**src/rtl/lc_sdram_seq.sv**
```systemverilog
// lc_sdram_seq: turns language-card RAM strobes into single-byte accesses on a 16-bit SDRAM,
// with power-up init, periodic auto-refresh and a one-deep request slot.
module lc_sdram_seq #(
  parameter int          INIT_WAIT    = 2800,
  parameter int          REF_INTERVAL = 210,
  parameter logic [12:0] MODE_WORD    = 13'h020
) (
  input  logic        mclk28,
  input  logic        reset_in,
  input  logic        strobe,
  input  logic [17:0] ram_addr,
  input  logic        card_ram_we,
  input  logic        card_ram_rd,
  input  logic [7:0]  din,
  output logic [7:0]  dout,
  output logic        dout_valid,
  output logic        busy,
  output logic        ready,
  output logic        overrun,
  output logic        sd_cke,
  output logic        sd_cs_n,
  output logic        sd_ras_n,
  output logic        sd_cas_n,
  output logic        sd_we_n,
  output logic [1:0]  sd_ba,
  output logic [12:0] sd_addr,
  output logic [1:0]  sd_dqm,
  output logic [15:0] sd_dq_out,
  output logic        sd_dq_oe,
  input  logic [15:0] sd_dq_in
);

  localparam logic [3:0] CMD_DESEL = 4'b1111;
  localparam logic [3:0] CMD_NOP   = 4'b0111;
  localparam logic [3:0] CMD_ACT   = 4'b0011;
  localparam logic [3:0] CMD_READ  = 4'b0101;
  localparam logic [3:0] CMD_WRITE = 4'b0100;
  localparam logic [3:0] CMD_PRE   = 4'b0010;
  localparam logic [3:0] CMD_REF   = 4'b0001;
  localparam logic [3:0] CMD_MRS   = 4'b0000;

  localparam logic [15:0] WAIT_LAST = 16'(INIT_WAIT - 1);
  localparam logic [15:0] REF_LAST  = 16'(REF_INTERVAL - 1);

  typedef enum logic [3:0] {
    S_INIT_WAIT = 4'd0,
    S_INIT_PRE  = 4'd1,
    S_INIT_REF1 = 4'd2,
    S_INIT_REF2 = 4'd3,
    S_INIT_MRS  = 4'd4,
    S_IDLE      = 4'd5,
    S_ACT       = 4'd6,
    S_TRCD      = 4'd7,
    S_RW        = 4'd8,
    S_CL1       = 4'd9,
    S_CL2       = 4'd10,
    S_RECOVER   = 4'd11,
    S_REFRESH   = 4'd12
  } state_t;

  state_t      state;
  state_t      next_state;
  logic [15:0] tcnt;
  logic        entering;
  logic        acc_we;

  logic [15:0] ref_cnt;
  logic        ref_pend;
  logic        ref_run;
  logic        ref_enter;

  logic        slot_full;
  logic        slot_we;
  logic [17:0] slot_addr;
  logic [7:0]  slot_din;
  logic        slot_full_next;
  logic        slot_clear;
  logic        req_valid;
  logic        accept;
  logic        req_we;
  logic [17:0] req_addr;
  logic [7:0]  req_din;

  logic [3:0]  cmd_reg;
  logic [3:0]  cmd_next;
  logic [12:0] addr_next;
  logic [1:0]  dqm_next;
  logic [15:0] dq_out_next;
  logic        dq_oe_next;
  logic        busy_next;

  assign {sd_cs_n, sd_ras_n, sd_cas_n, sd_we_n} = cmd_reg;
  assign sd_ba = 2'b00;

  // Request qualification; the slot frees on the cycle an access enters RECOVER,
  // so a strobe landing on that cycle is taken instead of being counted as overrun.
  always_comb begin
    req_valid  = strobe & (card_ram_we | card_ram_rd);
    slot_clear = ((state == S_RW) & slot_we) | (state == S_CL2);
    accept     = req_valid & (~slot_full | slot_clear);
    if (slot_full) begin
      req_we   = slot_we;
      req_addr = slot_addr;
      req_din  = slot_din;
    end else begin
      req_we   = card_ram_we;
      req_addr = ram_addr;
      req_din  = din;
    end
    if (accept) begin
      slot_full_next = 1'b1;
    end else if (slot_clear) begin
      slot_full_next = 1'b0;
    end else begin
      slot_full_next = slot_full;
    end
    ref_run   = !(state inside {S_INIT_WAIT, S_INIT_PRE, S_INIT_REF1, S_INIT_REF2, S_INIT_MRS});
    entering  = (next_state != state);
    ref_enter = (next_state == S_REFRESH) & (state != S_REFRESH);
  end

  // State register with per-state cycle counter
  always_ff @(posedge mclk28 or posedge reset_in) begin
    if (reset_in) begin
      state  <= S_INIT_WAIT;
      tcnt   <= 16'd0;
      acc_we <= 1'b0;
    end else begin
      state <= next_state;
      if (next_state != state) begin
        tcnt <= 16'd0;
      end else begin
        tcnt <= tcnt + 16'd1;
      end
      if (state == S_RW) begin
        acc_we <= slot_we;
      end else begin
        acc_we <= acc_we;
      end
    end
  end

  // Next-state logic; refresh wins over a pending request in IDLE
  always_comb begin
    next_state = state;
    case (state)
      S_INIT_WAIT: if (tcnt == WAIT_LAST) next_state = S_INIT_PRE;  else next_state = state;
      S_INIT_PRE:  if (tcnt == 16'd1)     next_state = S_INIT_REF1; else next_state = state;
      S_INIT_REF1: if (tcnt == 16'd3)     next_state = S_INIT_REF2; else next_state = state;
      S_INIT_REF2: if (tcnt == 16'd3)     next_state = S_INIT_MRS;  else next_state = state;
      S_INIT_MRS:  if (tcnt == 16'd2)     next_state = S_IDLE;      else next_state = state;
      S_IDLE: begin
        if (ref_pend) begin
          next_state = S_REFRESH;
        end else if (slot_full | accept) begin
          next_state = S_ACT;
        end else begin
          next_state = S_IDLE;
        end
      end
      S_ACT:  next_state = S_TRCD;
      S_TRCD: next_state = S_RW;
      S_RW: begin
        if (slot_we) next_state = S_RECOVER;
        else         next_state = S_CL1;
      end
      S_CL1: next_state = S_CL2;
      S_CL2: next_state = S_RECOVER;
      // writes need an extra cycle for write recovery before the auto-precharge completes
      S_RECOVER: begin
        if (!acc_we || tcnt == 16'd1) next_state = S_IDLE;
        else                          next_state = S_RECOVER;
      end
      S_REFRESH: begin
        if (tcnt != 16'd3)            next_state = S_REFRESH;
        else if (slot_full | accept)  next_state = S_ACT;
        else                          next_state = S_IDLE;
      end
      default: next_state = S_INIT_WAIT;
    endcase
  end

  // SDRAM pin values for the cycle being entered, registered below
  always_comb begin
    cmd_next    = CMD_NOP;
    addr_next   = 13'h0000;
    dqm_next    = 2'b11;
    dq_out_next = 16'h0000;
    dq_oe_next  = 1'b0;
    busy_next   = ~((next_state == S_IDLE) & ~slot_full_next);
    case (next_state)
      S_INIT_PRE: begin
        if (entering) begin
          cmd_next  = CMD_PRE;
          addr_next = 13'h0400;
        end else begin
          cmd_next  = CMD_NOP;
        end
      end
      S_INIT_REF1, S_INIT_REF2, S_REFRESH: begin
        if (entering) cmd_next = CMD_REF;
        else          cmd_next = CMD_NOP;
      end
      S_INIT_MRS: begin
        if (entering) begin
          cmd_next  = CMD_MRS;
          addr_next = MODE_WORD;
        end else begin
          cmd_next  = CMD_NOP;
        end
      end
      S_ACT: begin
        cmd_next  = CMD_ACT;
        addr_next = {4'b0000, req_addr[17:9]};
      end
      S_RW: begin
        addr_next = {2'b00, 1'b1, 2'b00, req_addr[8:1]};
        if (req_we) begin
          cmd_next    = CMD_WRITE;
          dq_out_next = {req_din, req_din};
          dq_oe_next  = 1'b1;
          dqm_next    = req_addr[0] ? 2'b01 : 2'b10;
        end else begin
          cmd_next    = CMD_READ;
          dqm_next    = 2'b00;
        end
      end
      S_CL1, S_CL2: dqm_next = 2'b00;
      default:      cmd_next = CMD_NOP;
    endcase
  end

  // Registered SDRAM pins, busy and ready
  always_ff @(posedge mclk28 or posedge reset_in) begin
    if (reset_in) begin
      cmd_reg   <= CMD_DESEL;
      sd_cke    <= 1'b1;
      sd_addr   <= 13'h0000;
      sd_dqm    <= 2'b11;
      sd_dq_out <= 16'h0000;
      sd_dq_oe  <= 1'b0;
      busy      <= 1'b1;
      ready     <= 1'b0;
    end else begin
      cmd_reg   <= cmd_next;
      sd_cke    <= 1'b1;
      sd_addr   <= addr_next;
      sd_dqm    <= dqm_next;
      sd_dq_out <= dq_out_next;
      sd_dq_oe  <= dq_oe_next;
      busy      <= busy_next;
      if (next_state == S_IDLE) ready <= 1'b1;
      else                      ready <= ready;
    end
  end

  // One-deep request slot and sticky overrun flag
  always_ff @(posedge mclk28 or posedge reset_in) begin
    if (reset_in) begin
      slot_full <= 1'b0;
      slot_we   <= 1'b0;
      slot_addr <= 18'h00000;
      slot_din  <= 8'h00;
      overrun   <= 1'b0;
    end else begin
      slot_full <= slot_full_next;
      if (accept) begin
        slot_we   <= card_ram_we;
        slot_addr <= ram_addr;
        slot_din  <= din;
      end else begin
        slot_we   <= slot_we;
        slot_addr <= slot_addr;
        slot_din  <= slot_din;
      end
      if (req_valid & ~accept) overrun <= 1'b1;
      else                     overrun <= overrun;
    end
  end

  // Refresh interval counter, started once init is complete
  always_ff @(posedge mclk28 or posedge reset_in) begin
    if (reset_in) begin
      ref_cnt  <= 16'd0;
      ref_pend <= 1'b0;
    end else if (ref_enter) begin
      ref_cnt  <= 16'd0;
      ref_pend <= 1'b0;
    end else if (ref_run) begin
      if (ref_cnt == REF_LAST) begin
        ref_pend <= 1'b1;
      end else begin
        ref_cnt  <= ref_cnt + 16'd1;
      end
    end else begin
      ref_cnt  <= ref_cnt;
      ref_pend <= ref_pend;
    end
  end

  // Read data capture at the end of CL2
  always_ff @(posedge mclk28 or posedge reset_in) begin
    if (reset_in) begin
      dout       <= 8'h00;
      dout_valid <= 1'b0;
    end else if (state == S_CL2) begin
      dout       <= slot_addr[0] ? sd_dq_in[15:8] : sd_dq_in[7:0];
      dout_valid <= 1'b1;
    end else begin
      dout       <= dout;
      dout_valid <= 1'b0;
    end
  end

endmodule

```
**config.mk**
```make
export PLATFORM = sky130hd
export DESIGN_NAME = lc_sdram_seq
export DESIGN_NICKNAME = d
export VERILOG_FILES = /design/src/rtl/lc_sdram_seq.sv
export SDC_FILE = /design/constraint.sdc
export NUM_CORES = 1
export LEC_CHECK = 0
export ABC_AREA = 1
export CAP_MARGIN = 20
export CORE_MARGIN = 2
export CORE_UTILIZATION = 53
export CTS_BUF_LIST = sky130_fd_sc_hd__clkbuf_16
export DETAILED_ROUTE_END_ITERATION = 7
export PLACE_DENSITY_LB_ADDON = 0.3
export REMOVE_ABC_BUFFERS = 1
export SLEW_MARGIN = 20
export SYNTH_ARGS = -nofsm -noshare
export SYNTH_HDL_FRONTEND = slang
export SYNTH_SLANG_ARGS = --single-unit
```
**constraint.sdc**
```tcl
create_clock -name mclk28 -period 3.9 [get_ports mclk28]
set_input_delay 0.78 -clock mclk28 [delete_from_list [all_inputs] [get_ports mclk28]]
set_output_delay 0.78 -clock mclk28 [all_outputs]
set_load 0.005 [all_outputs]
```
==> results.txt <==
The run finished with clean final reports. The worst path required time is 4.18 ns. The starting density of the core is 0.541, and the total CTS buffers is 9. Total global routing track utilization: 0.223. The proportion of power drawn by the clock network is 0.225. The tools report the number of synthesis warnings as 0. The buffer type at the clock tree root is sky130_fd_sc_hd__clkbuf_16. For hold timing, the worst endpoint is ready.

The tools report the first-pass iteration count of the detailed router as 5. The kind of critical path was input pin to flop. The switching power share of the total was 0.392. The cell count of the worst hold path is 1, and the met2 capacity usage during global routing is 0.389. Counting tap cells, the placed design contains a total of 827 instances. Counting both buffers and inverters, the worst setup path holds a total of 2.

The end-of-flow core utilization was 0.670; the leakage power of the design was 3.03 nW. Walking the worst path, the cells encountered are clkdlybuf4s50_1, o21ai_1, nand2_1, nand2_2, nand4_1, nand2_2, clkinv_1, nand2_2, nor2_1, nor2_1, nand2_1. Among the stages of the critical path, the cell type that occurs most often is sky130_fd_sc_hd__nand2_2.

After layout, the minimum clock period comes to 2.52 ns. The share of async-settable or async-resettable flops after synthesis works out to 1.00. Slowest stage cell on the critical path: sky130_fd_sc_hd__clkdlybuf4s50_1. The pin count of the biggest net entering global routing was 68. On the final layout, the worst hold slack is 0.480 ns. Average vias per placed instance: 5.11.

After the first detailed-routing iteration, the DRC count stood at 194. The cell taking the most area after synthesis is sky130_fd_sc_hd__dfrtp_1. STA puts the critical path data arrival time at 2.80 ns. Registers take 0.00259 mm². The run gives 0.379 as the share of total power in combinational logic. On the final layout, the worst clock skew is 0.0118 ns. The final routed wire length divided by cell count works out to 13.6 µm. The run gives 3.93 mW as the total design power. The post-layout net count was 757; the fraction of met3 tracks used by global routing was 0.0554. Dividing total power by cell area gives a power density of 603 mW/mm².

The area share of the leading cell type in the synthesized netlist is 0.456, and the maximum buffer depth of the clock tree is 2. The post-route DRC violation count is 0, and the die width is 104 µm. For this run, the number of standard cells in the final layout without fillers is 843. The met1 capacity usage during global routing was 0.274. The initial antenna violation count was 0; the mean cell area of the mapped netlist was 8.42 µm². The total area inside the core boundary comes to 0.00973 mm². Number of input and output port buffers inserted: 91.

The share of cells above drive strength 1 was 0.130. The layer flagged by global routing as most heavily used is met2. sky130_fd_sc_hd__nand2_1 is the most common cell in the netlist.

The final hold violation count was 0; the sequential fraction of design power was 0.396. The tools report the final wirelength as 11400 µm. The internal portion of the total power is 2.39 mW. The post-synthesis sequential area ratio is 0.491, and the number of antenna diodes is 0. The tools report the global-route wire length before repair as 19600 µm.

The congestion estimate from routability-driven global placement came to 0.880. The setup TNS was 0 ns; the number of distinct standard cells referenced by the synthesized netlist was 42. The floorplan step defined a die boundary enclosing 0.0107 mm².

During I/O placement, the number of pins put on the boundary was 98. For the total of cells resized after clock tree synthesis, the log shows 0. The synthesis-stage register bit count is 103, and the TritonCTS sink count is 103. The run gives 3 as the total number of H-tree levels. On the critical path the largest part of the delay comes from simple AND/OR/NAND/NOR gates. The reg-to-reg critical path startpoint was state[0].

The via count of the first global-routing pass is 4242, and the number of core rows is 36. The number of cells on the worst reg-to-reg path is 7. After clock tree synthesis, the clock-pin slew on the worst setup and hold paths is 0.07 ns. TritonCTS built the clock tree. Summing all multi-input logic gate instances after layout gives 0.00225 mm². The max-cap violation count was 0; the final critical-path share of the clock period was 0.647. Along the worst path, the maximum fanout reaches 13. Total vias in the final route: 4308. Max-slew violation count: 0. The most instantiated flip-flop cell in the synthesis netlist was sky130_fd_sc_hd__dfrtp_1. The achievable clock frequency is 0.397 GHz. The launch point of the worst hold path was ready.

The flip-flop count of the largest register, all copies and words added was 18. The area overhead of the layout relative to synthesis was 23.7%; the final-report setup violation count was 0. Register with the highest flop count: slot_addr. The tools report the kind of end point of the critical path as a flop.

The analysis attributes to net switching a power of 1.54 mW. Sorting the synthesized cells by how often they occur yields sky130_fd_sc_hd__nand2_1, sky130_fd_sc_hd__dfrtp_1, sky130_fd_sc_hd__nor2_1. Detailed placement ended at an HPWL of 8350 µm.

The tools report the flop-to-flop setup slack as 1.53 ns. Sorting the synthesized cells by area gives the leading types as sky130_fd_sc_hd__dfrtp_1, sky130_fd_sc_hd__nand2_1, sky130_fd_sc_hd__nor2_1, sky130_fd_sc_hd__inv_1, sky130_fd_sc_hd__dfstp_2. Synthesis handed over a netlist of 625 instances. Buffers inserted to repair hold after CTS numbered 0. Launching element type of the critical path: an input pin.

The netlist area before placement is 0.00527 mm², and the largest stage delay on the critical path is 0.45 ns. Setup repair after global routing left no endpoint under its margin. Across the VDD grid, the largest voltage drop is 364 µV.

The number of flops mapped to enable cells by yosys is 0. The tools report the endpoint of the lowest-slack register-to-register path as slot_addr[8]. The transition time at the pin with the least slew margin works out to 0.804 ns.

Filler cell count: 795. Relative max-transition margin: 0.464. The largest registers in the layout are slot_addr (18), ref_cnt (16), tcnt (16). For this run the aggregate overflow at the end of global routing stands at 0.

For the clock network latency to the later pin of the worst-skew pair, the log shows 0.35 ns. Total setup buffers inserted after CTS: 0. The tightest min-delay check is of the flop to flop type.

The count of nets left with antenna violations once routing finished came out at 0. The height of the die came out at 104 µm.
cell usage in the layout (no fill, tap or decap), drive strengths merged:
cell and instances:
a21oi 22, a211oi 8, dfrtp 96, o21ai 26
dfstp 7, nor2 109, nand3 33, o21bai 1
mux2 9, a31oi 9, nand2 139, o31ai 7
mux2i 1, o211ai 8, conb 7, inv 71
a31o 1, nor3b 5, ha 5, clkinv 9
o311ai 1, or2 3, xor2 6, nand4 7
clkdlybuf4s50 91, clkbuf 9, nor3 17, buf 3
how the worst max path moves through the flow:
stage / from / end / slack [ns] / cells after the start
finish: card_ram_we / cmd_reg[0] / 1.38 / 11
global placement: card_ram_we / slot_addr[4] / 1.15 / 5
detailed placement: card_ram_we / cmd_reg[0] / 1.06 / 11
floorplan: reset_in / acc_we / 0.43 / 1
CTS: card_ram_we / cmd_reg[0] / 1.43 / 11
global route: card_ram_we / cmd_reg[0] / 1.16 / 11
per-layer routing:
metal | vias to the layer above | wire length, µm | part of all wire
met4 | 0 | 234 | 0.020
met3 | 20 | 451 | 0.039
met1 | 2046 | 4910 | 0.43
li1 | 2140 | - | -
met2 | 102 | 5830 | 0.51
met5 | - | 0 | 0
area by class of cell:
class | instances | share of cell area
Sequential cell | 103 | 0.397
Multi-Input combinational cell | 424 | 0.345
Timing Repair Buffer | 94 | 0.143
Inverter | 73 | 0.0424
Clock buffer | 9 | 0.0346
Tap cell | 133 | 0.0255
Clock inverter | 7 | 0.0121
power groups by stage:
stage / Clock (mW) / Combinational (mW) / Sequential (mW)
2_1_floorplan: 0 / 1.03 / 1.53
3_3_place_gp: 0 / 1.43 / 1.56
3_5_place_dp: 0 / 1.49 / 1.57
4_1_cts: 0.901 / 1.49 / 1.55
5_1_grt: 0.947 / 1.69 / 1.59
6_report: 0.884 / 1.49 / 1.55
through the flow:
stage,setup WS (ns),instance area [µm²]
after floorplan,0.428,5110
after global placement,1.15,6210
after detailed placement,1.06,6210
after CTS,1.43,6520
after global routing,1.16,6520
final,1.38,6520
kinds of logic after synthesis:
| logic type | synth area share |
|---|---|
| flops | 0.491 |
| fa+ha+maj | 0.0119 |
| compound gates | 0.0989 |
| xor+xnor | 0.00998 |
| mux | 0.0211 |
| buf+inv | 0.0853 |
| simple gates | 0.280 |
| other cells | 0.00143 |
Power figures use the tool's default switching activity.
